==> src/rtl/wptr_full.sv <==
// Write-side pointer and full/level controller for the async FIFO.
// Read pointer arrives Gray-coded and already synchronised into i_wclk.
module wptr_full #(
  parameter int ADDR_WIDTH   = 3,
  parameter int AFULL_THRESH = 6
) (
  input  logic                  i_wclk,
  input  logic                  i_wrst_n,
  input  logic                  i_winc,
  input  logic                  i_clr_ovf,
  input  logic [ADDR_WIDTH:0]   i_wq2_rptr,
  output logic                  o_wen,
  output logic [ADDR_WIDTH-1:0] o_waddr,
  output logic [ADDR_WIDTH:0]   o_wptr,
  output logic                  o_wfull,
  output logic                  o_wafull,
  output logic [ADDR_WIDTH:0]   o_wlevel,
  output logic                  o_overflow
);

  localparam int AW = ADDR_WIDTH;
  localparam logic [AW:0] THR = (AW+1)'(AFULL_THRESH);

  logic [AW:0] r_wbin;
  logic [AW:0] r_wptr;
  logic        r_wfull;
  logic        r_wafull;
  logic [AW:0] r_wlevel;
  logic        r_ovf;

  logic [AW:0] w_wbin_next;
  logic [AW:0] w_wgray_next;
  logic [AW:0] w_rbin;
  logic [AW:0] w_level_next;
  logic [AW:0] w_full_cmp;
  logic        w_full_next;

  assign o_wen = i_winc & ~r_wfull & i_wrst_n;

  assign w_wbin_next  = r_wbin + {{AW{1'b0}}, o_wen};
  assign w_wgray_next = (w_wbin_next >> 1) ^ w_wbin_next;

  always_comb begin
    w_rbin = '0;
    w_rbin[AW] = i_wq2_rptr[AW];
    for (int i = AW - 1; i >= 0; i--) begin
      w_rbin[i] = w_rbin[i+1] ^ i_wq2_rptr[i];
    end
  end

  // Full when the write pointer is one lap ahead of the synced read pointer
  assign w_full_cmp = {~i_wq2_rptr[AW:AW-1], i_wq2_rptr[AW-2:0]};
  assign w_full_next = (w_wgray_next == w_full_cmp);
  assign w_level_next = w_wbin_next - w_rbin;

  always_ff @(posedge i_wclk) begin
    if (!i_wrst_n) begin
      r_wbin   <= '0;
      r_wptr   <= '0;
      r_wfull  <= 1'b0;
      r_wafull <= 1'b0;
      r_wlevel <= '0;
      r_ovf    <= 1'b0;
    end else begin
      r_wbin   <= w_wbin_next;
      r_wptr   <= w_wgray_next;
      r_wfull  <= w_full_next;
      r_wafull <= (w_level_next >= THR);
      r_wlevel <= w_level_next;
      if (i_winc && r_wfull) begin
        r_ovf <= 1'b1;
      end else if (i_clr_ovf) begin
        r_ovf <= 1'b0;
      end
    end
  end

  assign o_waddr    = r_wbin[AW-1:0];
  assign o_wptr     = r_wptr;
  assign o_wfull    = r_wfull;
  assign o_wafull   = r_wafull;
  assign o_wlevel   = r_wlevel;
  assign o_overflow = r_ovf;

endmodule

==> config.mk <==
export PLATFORM = sky130hd
export DESIGN_NAME = wptr_full
export DESIGN_NICKNAME = d
export VERILOG_FILES = /design/src/rtl/wptr_full.sv
export SDC_FILE = /design/constraint.sdc
export NUM_CORES = 1
export LEC_CHECK = 0
export ABC_AREA = 1
export CAP_MARGIN = 25
export CORE_MARGIN = 1.5
export CORE_UTILIZATION = 51
export CTS_BUF_LIST = sky130_fd_sc_hd__clkbuf_8
export DETAILED_ROUTE_END_ITERATION = 16
export GPL_ROUTABILITY_DRIVEN = 0
export PLACE_DENSITY_LB_ADDON = 0.15
export SLEW_MARGIN = 20
export SYNTH_ARGS = -nofsm -noshare
export SYNTH_HDL_FRONTEND = slang
export SYNTH_SLANG_ARGS = --single-unit
==> constraint.sdc <==
create_clock -name i_wclk -period 4.2 [get_ports i_wclk]
set_input_delay 0.84 -clock i_wclk [delete_from_list [all_inputs] [get_ports i_wclk]]
set_output_delay 0.84 -clock i_wclk [all_outputs]
set_load 0.1 [all_outputs]
==> results.py <==
metrics = {
    "power_and_ir_drop": {
        "power_density_nw_per_um2": 460,
        "vdd_drop_max_mv": 0.383,
        "p_leak_nw": 0.497,
    },
    "yosys": {
        "avgSynthCellArea_um2": 7.19,
        "synth_ff_type": "dfxtp_1",
        "yosys.area.top_type": "dfxtp_1",
        "synth_cell_types": 18,
        "synth.top_cells.by_count": "nand2_1, dfxtp_1, inv_1, nor2_1, nand3_1",
        "synth.most_common_cell": "nand2_1",
        "ys_seq_area_share_pct": 37.5,
        "yosysTopAreaCellShare_pct": 37.5,
        "ys_seq_elements": 14,
        "syn_nets": 118,
        "synthCells": 104,
        "mappedNetlistArea_um2": 748,
        "synthTopCellsByArea": "dfxtp_1, nand2_1, ha_1, nand3_1, inv_1",
        "synthArstFlopShare_pct": 0,
        "yosys_warnings": 0,
        "synth_enable_flop_cells": 0,
    },
    "place": {
        "place_area_um2": 985,
        "io_buffers": 22,
        "place_hpwl_mm": 1.19,
        "dpl_worst_slack_ns": 0.856,
    },
    "timing": {
        "max_freq_mhz": 317,
        "worst_pin_slew_ns": 0.968,
        "setup_viol": 0,
        "setup_tns_ns": 0,
        "rsz0062_at_grt": "no",
        "fin_skew_ns": 0.000843,
        "setup_slack_ns": 1.05,
        "finalHoldViolCount": 0,
        "fin_crit_sh_pct": 75.1,
        "fin_crit_ns": 3.15,
        "slew_viol_final": 0,
        "slew_headroom_pct": 35.3,
    },
    "floorplan": {
        "boundaryPins": 23,
        "die_h_um": 41.3,
        "core_area_um2": 1330,
        "initial_core_util_pct": 56.1,
        "num_rows": 13,
        "die_w_um": 41.3,
        "die_area_um2": 1710,
    },
    "run": {
        "drv_cap": 0,
    },
    "route": {
        "num_vias": 729,
        "drc_errors": 0,
        "antenna_left": 0,
        "drt_first_pass_iters": 4,
        "routedWlPerCell_um": 11.3,
        "drtIter0Drc": 27,
        "drt-total-wl_mm": 1.64,
        "via_per_inst": 5.03,
    },
    "setup_path": {
        "cp.arrival_ns": 3.29,
        "cpLargestDelayFamily": "simple AND/OR/NAND/NOR gates",
        "path_cells": "clkdlybuf4s50_1 > nand2_1 > nor2_1 > ha_1 > ha_1 > inv_1 > nand2_1 > nand2_2 > ha_1 > a21oi_1 > nor2b_1 > nand3_1 > nand3_1 > nand2_1",
        "cp_slowest_cell": "clkdlybuf4s50_1",
        "critPathKind": "in -> reg",
        "critPathMaxFanout": 6,
        "path_buf_inv": 2,
        "crit_required_ns": 4.34,
        "critPathMaxStageDelay_ns": 0.60,
        "endpoint_kind": "flip-flop",
        "worstSetupStartpointType": "input pin",
    },
    "layout": {
        "area_growth_pct": 39.0,
        "layout-drive-gt1-share_pct": 6.15,
        "final_area_um2": 1040,
        "num_antenna_cells": 0,
        "design.final.nets": 145,
    },
    "global_route": {
        "grt.overflow.total": 0,
        "track_usage_pct": 22.5,
        "grt_max_degree": 10,
        "grt_pass1_vias": 603,
        "antenna_found_initial": 0,
        "grt_pass1_wl_mm": 2.35,
    },
    "clocking": {
        "cts-resized-gates": 0,
        "clkLatencyLatePin_ns": 0.25,
        "cts_hold_buf": 0,
        "cts_sinks": 14,
        "cts_tree": "built",
        "numCtsBuffers": 3,
        "clockBufferDepth": 2,
        "postCtsSetupBuffers": 0,
        "cts_root_buffer": "clkbuf_8",
        "htree_levels": 1,
        "clk_pin_slew_worst_paths_ns": 0.06,
    },
    "outcome": {
        "status": "finished clean",
    },
    "min_path": {
        "min_path_type": "reg -> reg",
    },
}
## worst reg2reg max path, cell delays in order (launching register included)
cell and delay [ns]:
dfxtp_1 0.32, nor2_1 0.16, ha_1 0.24, ha_1 0.21
inv_1 0.06, nand2_1 0.07, nand2_2 0.08, ha_1 0.35
a21oi_1 0.17, nor2b_1 0.14, nand3_1 0.09, nand3_1 0.14
nand2_1 0.07
## layout by cell type (no fill, tap or decap), drive strengths merged
cell,Yosys,routed
o21ai,1,1
buf,0,1
clkinv,1,1
inv,13,13
nand2,35,35
a21oi,4,4
nor2,11,11
nand3,10,10
xnor2,3,3
dfxtp,14,14
ha,5,5
clkdlybuf4s50,0,21
and2,1,1
nand4,2,2
xor2,1,1
nor2b,1,1
nand3b,1,1
fa,1,1
clkbuf,0,4
## worst paths after layout
check          endpoint  startpoint  slack (ns)  depth (start not counted)
max reg2reg    o_wafull     o_wfull        1.99                         12
min          o_overflow  o_overflow        0.47                          2
min reg2reg  o_overflow  o_overflow        0.47                          2
max            o_wafull    i_wrst_n        1.05                         14
## metrics by stage
step	hold WS, ns	utilization (%)	power (mW)	cells
floorplan	0.893	-	0.302	104
global placement	0.450	73.8	0.345	141
detailed placement	0.461	73.8	0.348	141
CTS	0.470	78.0	0.480	145
global route	0.486	78.0	0.496	145
finish	0.465	78.0	0.478	145
## state kept, by name, indices dropped and copies added, names as in the netlist
register	cells
o_wafull	1
o_wfull	1
o_overflow	1
r_wbin	4
o_wptr	3
o_wlevel	4
## power breakdown
part	internal [mW]	total (mW)	switching [mW]
registers	0.146	0.150	0.00404
clock network	0.0831	0.133	0.0495
logic	0.0514	0.195	0.144
total	0.281	0.478	0.197
## cell type report
type	instances	area (um2)
Multi-Input combinational cell	76	415
Sequential cell	14	280
Inverter	14	52.6
Clock buffer	4	55.1
Fill cell	99	294
Timing Repair Buffer	22	218
Tap cell	15	18.8
## logic make-up after synthesis
kind of cell               Yosys count  synth area share, %
and+or+nand+nor                     61                 34.4
AOI/OAI and AO/OA                    5                 3.34
DFF                                 14                 37.5
buffers and inverters               14                 7.02
adders and majority gates            6                 11.0
xor gates and xnor gates             4                 6.69
## metal layers
layer / vias up / track usage (%) / part of all wire, %
met5: - / 0 / 0
met4: 0 / 14.5 / 2.6
met3: 8 / 4.79 / 6.1
met2: 33 / 40.2 / 47
met1: 313 / 23.6 / 44
li1: 375 / - / -
Power figures use the tool's default switching activity.
